[config.mk]
export PLATFORM = sky130hd
export DESIGN_NAME = par_circular_fifo
export DESIGN_NICKNAME = d
export VERILOG_FILES = /design/src/rtl/par_fifo_pkg.sv /design/src/rtl/circ_ptr_adv.sv /design/src/rtl/par_circular_fifo.sv
export SDC_FILE = /design/constraint.sdc
export NUM_CORES = 1
export LEC_CHECK = 0
export ABC_AREA = 1
export CAP_MARGIN = 0
export CORE_MARGIN = 2
export CORE_UTILIZATION = 55
export CTS_CLUSTER_DIAMETER = 100
export DETAILED_ROUTE_END_ITERATION = 12
export PLACE_DENSITY_LB_ADDON = 0.1
export REMOVE_ABC_BUFFERS = 1
export SYNTH_ARGS = -nofsm -noshare
export SYNTH_HDL_FRONTEND = slang
export SYNTH_SLANG_ARGS = --single-unit
[constraint.sdc]
create_clock -name clk -period 3.11 [get_ports clk]
set_clock_uncertainty 0.15 [all_clocks]
set_input_delay 0.622 -clock clk [delete_from_list [all_inputs] [get_ports clk]]
set_output_delay 0.622 -clock clk [all_outputs]
set_load 0.1 [all_outputs]
[src/rtl/par_fifo_pkg.sv]
// rtl/par_fifo_pkg.sv - shared helpers for the parallel circular FIFO
package par_fifo_pkg;

  function automatic int clog2_min1(input int n);
    return (n > 2) ? $clog2(n) : 1;
  endfunction

endpackage

[src/rtl/circ_ptr_adv.sv]
// rtl/circ_ptr_adv.sv - modular pointer advance: (ptr + step) mod DEPTH
module circ_ptr_adv
  import par_fifo_pkg::*;
#(
  parameter int DEPTH  = 10,
  parameter int STEP_W = 3
) (
  input  logic [clog2_min1(DEPTH)-1:0] ptr,
  input  logic [STEP_W-1:0]            step,
  output logic [clog2_min1(DEPTH)-1:0] nxt
);

  localparam int PTR_W = clog2_min1(DEPTH);
  localparam int SUM_W = ((STEP_W > PTR_W) ? STEP_W : PTR_W) + 1;

  logic [SUM_W-1:0] sum;
  logic [SUM_W-1:0] wrapped;

  // ptr < DEPTH and step <= DEPTH, so a single conditional subtract wraps
  assign sum     = SUM_W'(ptr) + SUM_W'(step);
  assign wrapped = (sum >= SUM_W'(DEPTH)) ? (sum - SUM_W'(DEPTH)) : sum;
  assign nxt     = PTR_W'(wrapped);

endmodule

[src/rtl/par_circular_fifo.sv]
// rtl/par_circular_fifo.sv - multi-lane circular FIFO with all-or-nothing acceptance
module par_circular_fifo
  import par_fifo_pkg::*;
#(
  parameter int WIDTH    = 8,
  parameter int DEPTH    = 10,
  parameter int WR_LANES = 4,
  parameter int RD_LANES = 3
) (
  input  logic                           clk,
  input  logic                           rst,
  input  logic                           wr_req,
  input  logic [$clog2(WR_LANES+1)-1:0]  wr_num,
  input  logic [WR_LANES*WIDTH-1:0]      wr_data,
  output logic                           wr_ack,
  input  logic                           rd_req,
  input  logic [$clog2(RD_LANES+1)-1:0]  rd_num,
  output logic [RD_LANES*WIDTH-1:0]      rd_data,
  output logic                           rd_ack,
  output logic [$clog2(DEPTH+1)-1:0]     count,
  output logic                           full,
  output logic                           empty,
  output logic                           err_ovf,
  output logic                           err_udf,
  input  logic                           clr_err
);

  localparam int PTR_W = clog2_min1(DEPTH);
  localparam int WN_W  = $clog2(WR_LANES+1);
  localparam int RN_W  = $clog2(RD_LANES+1);
  localparam int CNT_W = $clog2(DEPTH+1);

  logic [PTR_W-1:0] wr_ptr, rd_ptr, wr_ptr_nxt, rd_ptr_nxt;
  logic [WIDTH-1:0] mem [DEPTH];
  logic [PTR_W-1:0] wr_addr [WR_LANES];
  logic [PTR_W-1:0] rd_addr [RD_LANES];
  logic [CNT_W-1:0] space, wr_inc, rd_dec;
  logic             wr_legal, rd_legal;

  // Checks use the pre-cycle count only; same-cycle frees/fills are not credited
  assign space    = CNT_W'(DEPTH) - count;
  assign wr_legal = (32'(wr_num) <= WR_LANES);
  assign rd_legal = (32'(rd_num) <= RD_LANES);
  assign wr_ack   = ~rst & wr_req & wr_legal & (32'(wr_num) <= 32'(space));
  assign rd_ack   = ~rst & rd_req & rd_legal & (32'(rd_num) <= 32'(count));
  assign wr_inc   = wr_ack ? CNT_W'(wr_num) : '0;
  assign rd_dec   = rd_ack ? CNT_W'(rd_num) : '0;

  assign full  = (count == CNT_W'(DEPTH));
  assign empty = (count == '0);

  circ_ptr_adv #(.DEPTH(DEPTH), .STEP_W(WN_W)) u_wr_adv (
    .ptr(wr_ptr), .step(wr_num), .nxt(wr_ptr_nxt)
  );
  circ_ptr_adv #(.DEPTH(DEPTH), .STEP_W(RN_W)) u_rd_adv (
    .ptr(rd_ptr), .step(rd_num), .nxt(rd_ptr_nxt)
  );

  for (genvar i = 0; i < WR_LANES; i++) begin : g_wr_lane
    circ_ptr_adv #(.DEPTH(DEPTH), .STEP_W(WN_W)) u_adv (
      .ptr(wr_ptr), .step(WN_W'(i)), .nxt(wr_addr[i])
    );
  end

  for (genvar i = 0; i < RD_LANES; i++) begin : g_rd_lane
    circ_ptr_adv #(.DEPTH(DEPTH), .STEP_W(RN_W)) u_adv (
      .ptr(rd_ptr), .step(RN_W'(i)), .nxt(rd_addr[i])
    );
    assign rd_data[i*WIDTH +: WIDTH] = mem[rd_addr[i]];
  end

  always_ff @(posedge clk) begin
    if (wr_ack) begin
      for (int i = 0; i < WR_LANES; i++) begin
        if (i < 32'(wr_num)) mem[wr_addr[i]] <= wr_data[i*WIDTH +: WIDTH];
      end
    end
  end

  always_ff @(posedge clk or posedge rst) begin
    if (rst) begin
      wr_ptr  <= '0;
      rd_ptr  <= '0;
      count   <= '0;
      err_ovf <= 1'b0;
      err_udf <= 1'b0;
    end else begin
      if (wr_ack) wr_ptr <= wr_ptr_nxt;
      if (rd_ack) rd_ptr <= rd_ptr_nxt;
      count   <= count + wr_inc - rd_dec;
      // a new error in the same cycle as clr_err keeps the flag set
      err_ovf <= (wr_req & ~wr_ack) | (err_ovf & ~clr_err);
      err_udf <= (rd_req & ~rd_ack) | (err_udf & ~clr_err);
    end
  end

  assert property (@(posedge clk) disable iff (rst) wr_req |-> wr_legal);
  assert property (@(posedge clk) disable iff (rst) rd_req |-> rd_legal);

endmodule
==> results.md, run 1 <==
Flow run:
- Max-cap violations in this run came to 0.

Floorplanning:
- The die is 139 um tall.
- The initialized floorplan defines 49 standard-cell rows.
- The core box area is 18000 um^2.
- The I/O pin total is 76.
- The total die area is 19400 um^2.
- The die width is 139 um.
- The starting utilization of the core area is 0.561.

Placed design:
- In this run the tool buffered the top-level ports with 75 buffer cells.
- The final weighted congestion of routability-driven global placement is 1.02.
- The estimated wirelength of the detail-placed design is 28100 um.

Critical path:
- Data on the critical path is required at its endpoint by 2340 ps.
- The worst setup path is of the register to output port kind.
- Setup slack on the worst reg-to-reg path comes out at 50 ps.
- The startpoint of the lowest-slack register-to-register path is count[1].
- At the worst endpoint, the arrival time is 2850 ps.
- The worst setup path is launched from a register.
- The worst setup path is captured at an output port.
- The critical register-to-register path endpoint is mem[5][0].
- Measured in cells, the most critical reg-to-reg path has a length of 17.
- In this run the worst path has a maximum fanout of 6.

Synth:
- Synthesis instantiated 46 different standard cells from the library.
- For this run, the register share of the synthesized area comes to 0.273.
- The synthesized area is 10100 um^2.
- The average size of a mapped cell is 6.70 um^2.
- Counting every instance in the synthesized netlist gives 1503.
- The Yosys step of the flow raised 0 warnings.
- The synthesized design contains 94 register bits.
- The number of enable-type register cells in the synthesized netlist is 80.
- The most instantiated flip-flop cell in the synthesis netlist is sky130_fd_sc_hd__edfxtp_1.
- For this run, asynchronously set or reset flops after synthesis account for 0.149.

Detailed routing:
- After detailed routing, the average wire length per cell comes to 20.7 um.
- The count of routing violations after the opening detailed-route iteration is 1588.
- Before antenna repair, the detailed router went through 6 iterations.
- The number of remaining DRC errors is 0.
- For this block, the routed nets add up to 39800 um of wire.
- Using the TritonRoute via totals, the vias-per-cell ratio works out to 6.09.
- The number of antenna-violating nets in the routed design is 0.
- Detailed routing inserted a total of 11707 vias.

CTS:
- The maximum count of clock buffers along a single path is 2.
- TritonCTS built the clock tree.
- In this run the clock root is driven by a sky130_fd_sc_hd__clkbuf_16.
- Counting the buffers created by CTS gives 9.
- The clock tree synthesis step divided the H-tree into 3 levels.
- The clock transition at the registers of the reported paths is 70 ps.
- The post-cts hold buffer count is 0.
- The clock latency reported for the late side of the worst-skew pair is 340 ps.
- The number of sinks driven by the clock tree is 94.

Final layout:
- The repair_antennas step left the layout with diodes totalling 0.
- The area growth from synthesis to layout is 36.7%.
- In the final layout, the multi-input gates occupy 7070 um^2.
- The number of nets in the layout is 1774.
- The share of post-route cells with drive strength above 1 is 0.262.
- In the layout the commonest cells are sky130_fd_sc_hd__nand2_1 (524), sky130_fd_sc_hd__nand3_1 (207), sky130_fd_sc_hd__buf_4 (139).
- Measured on the finished design, the core utilization comes to 0.767.
- The register cell area after layout is 2760 um^2.
- Fill cells in the final layout number 1247.
- The library cell used most frequently in the layout, excluding fill and tap cells, is sky130_fd_sc_hd__nand2_1.

Timing:
- Setup repair after global routing could not meet its margin everywhere.
- The number of pins exceeding their max-slew limit in the final report came to 0.
- Setup violations remaining at the end of the flow were counted as 24.
- For the finished layout, the period the worst path requires is 3620 ps.
- In the post-route analysis, the smallest setup slack over all paths is -514 ps.
- Based on the critical path, the design can be clocked at up to 0.276 GHz.
- The relative slew slack is 0.472.
- Of the available clock period, the critical path in the final layout requires 1.17.
- The pin slew with the least headroom to its limit is 783 ps.
- The hold violation total from the final report is 0.
- The worst hold slack is 409 ps.

Global route:
- The number of antenna violations at the first check in global routing is 1.
- The total overflow reported by the global router is 0.
- The layer flagged by global routing as most heavily used is met2.
- For met1 alone, demand over resource in global routing was 0.515.
- Entering global routing, the biggest net connects 81 pins.
- The first global-routing pass estimated 57200 um of wire.
- Across every metal layer, demand over resource in global routing totals 0.375.
- For met3 alone, demand over resource in global routing was 0.0685.
- For this run, global-route usage on met2 was measured as 0.585.
- The number of global-route vias before repair was 10171.

Hold path:
- The kind of path behind the tightest hold check is register to register.
- The capture endpoint of the worst hold path is err_ovf.
- The worst hold path stage count is 2.
- The start point of the worst min-delay path is err_ovf.

Run status:
- The flow ran to the end, but the final reports show violations.
- The checks that failed: setup timing.
## synth_stat cells (5+ instances only)
| cell | number | area, um^2 |
|---|---|---|
| sky130_fd_sc_hd__a211oi_1 | 5 | 37.5 |
| sky130_fd_sc_hd__a21oi_1 | 100 | 500 |
| sky130_fd_sc_hd__a31oi_1 | 6 | 37.5 |
| sky130_fd_sc_hd__buf_1 | 12 | 45.0 |
| sky130_fd_sc_hd__buf_2 | 24 | 120 |
| sky130_fd_sc_hd__buf_4 | 14 | 105 |
| sky130_fd_sc_hd__buf_6 | 11 | 124 |
| sky130_fd_sc_hd__clkbuf_1 | 15 | 56.3 |
| sky130_fd_sc_hd__clkinv_1 | 7 | 26.3 |
| sky130_fd_sc_hd__dfrtp_1 | 14 | 350 |
| sky130_fd_sc_hd__edfxtp_1 | 80 | 2400 |
| sky130_fd_sc_hd__ha_1 | 39 | 488 |
| sky130_fd_sc_hd__inv_1 | 84 | 315 |
| sky130_fd_sc_hd__inv_2 | 24 | 90.1 |
| sky130_fd_sc_hd__mux2i_1 | 62 | 621 |
| sky130_fd_sc_hd__nand2_1 | 559 | 2100 |
| sky130_fd_sc_hd__nand2_2 | 29 | 181 |
| sky130_fd_sc_hd__nand2_4 | 8 | 90.1 |
| sky130_fd_sc_hd__nand3_1 | 235 | 1180 |
| sky130_fd_sc_hd__nand4_1 | 6 | 37.5 |
| sky130_fd_sc_hd__nor2_1 | 50 | 188 |
| sky130_fd_sc_hd__nor2_4 | 21 | 236 |
| sky130_fd_sc_hd__o211ai_1 | 8 | 60.1 |
| sky130_fd_sc_hd__o21ai_0 | 33 | 165 |
| sky130_fd_sc_hd__o21ai_1 | 5 | 25.0 |
| sky130_fd_sc_hd__xnor2_1 | 7 | 61.3 |
| sky130_fd_sc_hd__xor2_1 | 6 | 52.6 |
## metrics by stage
step	instance area (um^2)	worst slack [ps]	cells	TNS, ps
global placement	12300	-229	1869	-14050
detailed placement	12300	-301	1869	-19810
floorplan	9630	-3660	1427	-224810
CTS	13200	-327	1896	-5040
finish	13800	-514	1923	-8370
global route	13800	-568	1923	-11680
## cells by family after synthesis
group	share of synthesized area
buffers and inverters	0.0882
flip-flops	0.273
AO/OA/AOI/OAI	0.0895
XOR/XNOR	0.0129
multiplexers	0.0638
AND/OR/NAND/NOR	0.416
adder cells (fa/ha/maj)	0.0564
## flip-flops by register name, summed over array words and instances, names as in the netlist
signal,count
rd_ptr,4
wr_ptr,4
err_ovf,1
count,4
mem,80
err_udf,1
## worst max-delay path, stage by stage (launching register included)
cell	delay, ps
sky130_fd_sc_hd__dfrtp_2	460
sky130_fd_sc_hd__buf_6	140
sky130_fd_sc_hd__buf_6	100
sky130_fd_sc_hd__ha_2	170
sky130_fd_sc_hd__nand2_2	60
sky130_fd_sc_hd__nand3_2	90
sky130_fd_sc_hd__nand2_2	80
sky130_fd_sc_hd__buf_4	170
sky130_fd_sc_hd__o21ai_2	220
sky130_fd_sc_hd__buf_4	230
sky130_fd_sc_hd__o211ai_1	250
sky130_fd_sc_hd__a32oi_2	320
sky130_fd_sc_hd__buf_12	210
## repair_timing
action / in CTS / in global routing
endpoints found under the setup margin: 24 / 169
gates resized for setup: 85 / 79
pin swaps: 14 / 26
buffers inserted: 10 / 24
gates cloned: 2 / 4
endpoints found under the hold margin: 0 / 0
## layer usage
layer  share of wire  wire, um
met3            0.11      4330
met2            0.44     17700
met1            0.39     15500
met5         0.00033        13
met4           0.058      2300
## worst max path at each step
stage	from	endpoint	slack [ps]	cells after the start
after floorplan	rd_ptr[0]	rd_data[16]	-3660	9
after global placement	rd_num[0]	count[3]	-230	14
after detailed placement	rd_num[1]	count[1]	-300	11
after CTS	rd_ptr[0]	rd_data[11]	-330	16
after global routing	rd_ptr[0]	rd_data[7]	-570	11
final	rd_ptr[1]	rd_data[7]	-510	12
## cell type report
class / instances / area share
Clock buffer: 9 / 0.0164
Multi-Input combinational cell: 1217 / 0.513
Clock inverter: 7 / 0.00872
Timing Repair Buffer: 251 / 0.207
Tap cell: 229 / 0.0208
Inverter: 116 / 0.0333
Sequential cell: 94 / 0.201
Power of run 1 is not shown: default switching activity piles up to over one toggle a cycle in this logic, so the estimate is an artifact.
==> inputs of run 2 (changes only) <==
--- a/config.mk
+++ b/config.mk
@@ -8,7 +8,7 @@
 export ABC_AREA = 1
 export CAP_MARGIN = 0
 export CORE_MARGIN = 2
-export CORE_UTILIZATION = 55
+export CORE_UTILIZATION = 45
 export CTS_CLUSTER_DIAMETER = 100
 export DETAILED_ROUTE_END_ITERATION = 12
 export PLACE_DENSITY_LB_ADDON = 0.1
==> run 2 against run 1 <==
Compared with the run above:
- the flow still finishes with violations (setup timing)
- sequential cell count unchanged
- final area rose by 2.9%
- sequential share of layout area is 0.59 points lower
- clock-buffer cell count unchanged
- maximum frequency up 3.4%
- hold slack lost 24 ps
- critical path depth up 2
- critical endpoint is now rd_data[8]
- largest cell class unchanged
- highest routed layer is now met4
==> results.md, run 2 (synthesis gave the netlist of run 1 again) <==
Run status:
- The flow ran to the end, but the final reports show violations.
- The final reports fail on setup timing.

Critical path:
- The critical path is of the register to output port type.
- The critical path startpoint category is a register.
- The sort of element at the end of the critical path is an output port.
- The arrival time at the worst endpoint is 2730 ps.
- STA puts the critical path data required time at 2340 ps.
- The top fanout value on the critical path is 8.

Placed design:
- After legalization and detailed placement, the total HPWL measured 29600 um.
- The count of input and output buffers is 75.
- The final weighted congestion of routability-driven global placement is 0.991.

Flow run:
- The max-cap check violation count is 0.

Timing:
- The pin slew with the least headroom to its limit is 684 ps.
- Setup violations remaining at the end of the flow were counted as 24.
- The portion of the clock cycle consumed by the worst path in the final layout is 1.13.
- The hold violation total from the final report is 0.
- The shortest period the worst path allows is 3500 ps.
- Hold is met by 385 ps.
- In the post-route analysis, the smallest setup slack over all paths is -395 ps.
- Setup repair after global routing could not meet its margin everywhere.
- The highest achievable clock rate is 0.285 GHz.
- The number of pins exceeding their max-slew limit in the final report is 0.
- The relative slew slack is 0.539.

Global route:
- The first global-routing pass estimated 58100 um of wire.
- The number of global-route vias before repair is 9984.
- Entering global routing, the biggest net connects 81 pins.
- The number of antenna violations at the first check in global routing is 0.
- The total overflow left after global routing is 0.
- The global-route total usage across every layer is 0.317.

Floorplanning:
- For this design the top-level I/O count stands at 76.
- The initial utilization of the core area, before any placement, comes to 0.460.
- After floorplanning, the core was sized to cover 21900 um^2.
- The floorplan has 54 rows.
- The die width is 154 um.
- The total die area is 23600 um^2.
- Measured along the y axis, the die boundary spans 154 um.

Detailed routing:
- After detailed routing, the average wire length per cell comes to 19.9 um.
- In this run the remaining antenna-violating nets after routing total 0.
- The count of TritonRoute iterations in the first routing pass is 5.
- The aggregate routed wire length is 39300 um.
- In the routed design, unresolved DRC markers number 0.
- The final route contains 11158 vias.
- After detailed routing, the number of vias per cell comes to 5.64.
- For this block, the initial DRC count from the detailed router was 1215.

CTS:
- The TritonCTS clock tree is yes.
- The number of sinks driven by the clock tree is 94.
- The maximum count of clock buffers along a single path is 2.
- The post-cts hold buffer count is 0.
- The root buffer cell is sky130_fd_sc_hd__clkbuf_16.
- The clock reaches the later pin of the worst-skew pair after 350 ps.
- After clock tree synthesis, the clock-pin slew on the worst setup and hold paths is 70 ps.
- Counting the buffers created by CTS gives 9.
- The number of levels in the clock H-tree is 3.

Hold path:
- The tightest min-delay check is of the register to register type.

Final layout:
- The register with the most flip-flops in the layout has 80 of them.
- The count of inserted antenna diode cells is 0.
- The area added between synthesis and finish is 40.7%.
- The leading cell type in the layout, fill and taps excluded is sky130_fd_sc_hd__nand2_1.
- The share of post-route cells with drive strength above 1 is 0.302.
- In the layout the commonest cells are sky130_fd_sc_hd__nand2_1 (497), sky130_fd_sc_hd__nand3_1 (172), sky130_fd_sc_hd__buf_4 (127).
- The filler cell count in the final layout is 1915.
- At the end of the flow, the number of nets in the layout was 1778.
==> run 2: cell count changes in the layout (fill, tap and decap cells not counted), sizes merged <==
cell	change
buf	+2
inv	+2
nand2	+1
clkinvlp	+2
bufinv	-2
bufbuf	-1
==> run 2: final cells by class <==
class / instances / area, um^2 / share of cell area
timing repair buffer: 252 / 2870 / 0.202
clock buffer: 9 / 225 / 0.0159
clock inverter: 7 / 86.3 / 0.00609
timing repair inverter: 2 / 13.8 / 0.000971
inverter: 116 / 463 / 0.0327
multi-input combinational: 1218 / 7410 / 0.523
tap: 280 / 350 / 0.0247
sequential: 94 / 2760 / 0.195
==> run 2: metal layers <==
metal,vias to the layer above,wire length (um),GRT usage
li1,5372,-,-
met1,5083,16800,0.456
met2,611,17400,0.493
met3,92,3590,0.0507
met4,0,1540,0.0882
met5,-,0,0
==> run 2: path summary, 6_finish.rpt <==
path | endpoint | cells after the start | slack (ps) | start
worst max-delay path | rd_data[8] | 14 | -390 | rd_ptr[0]
worst min-delay path | err_udf | 2 | 380 | err_udf
worst max register to register | mem[2][6] | 16 | 20 | count[1]
worst min register to register | err_udf | 2 | 380 | err_udf
max in group asynchronous | wr_ptr[0] | 3 | 2110 | rst
min in group asynchronous | err_udf | 3 | 520 | rst
==> run 2: worst max-delay path: stages, from the launching register on <==
cell and delay, ps:
sky130_fd_sc_hd__dfrtp_4 520, sky130_fd_sc_hd__ha_4 190, sky130_fd_sc_hd__xnor2_4 130, sky130_fd_sc_hd__ha_2 190, sky130_fd_sc_hd__nand3b_1 220, sky130_fd_sc_hd__nand2_2 130, sky130_fd_sc_hd__nor2_4 50, sky130_fd_sc_hd__buf_4 130
sky130_fd_sc_hd__o21ai_2 110, sky130_fd_sc_hd__buf_6 160, sky130_fd_sc_hd__nand3_1 100, sky130_fd_sc_hd__nand2_2 100, sky130_fd_sc_hd__nand2_1 70, sky130_fd_sc_hd__nand2_2 100, sky130_fd_sc_hd__buf_12 180
==> run 2: repair_timing <==
action	CTS	global route
buffers inserted	9	23
endpoints found under the hold margin	0	0
pin swaps	18	64
gates cloned	3	5
setup endpoints to repair	26	153
gates resized for setup	70	190
==> run 2: through the flow <==
step | TNS (ps) | cell area (um^2) | setup WS [ps] | utilization | cells
final | -6100 | 14200 | -395 | 0.648 | 1978
after global routing | -9950 | 14200 | -481 | 0.648 | 1978
after CTS | -7050 | 13100 | -366 | 0.599 | 1951
after detailed placement | -21170 | 12400 | -274 | 0.566 | 1923
after global placement | -16090 | 12400 | -209 | 0.566 | 1923
after floorplan | -224810 | 9630 | -3660 | - | 1427
Power of run 2 is left out for the same reason.
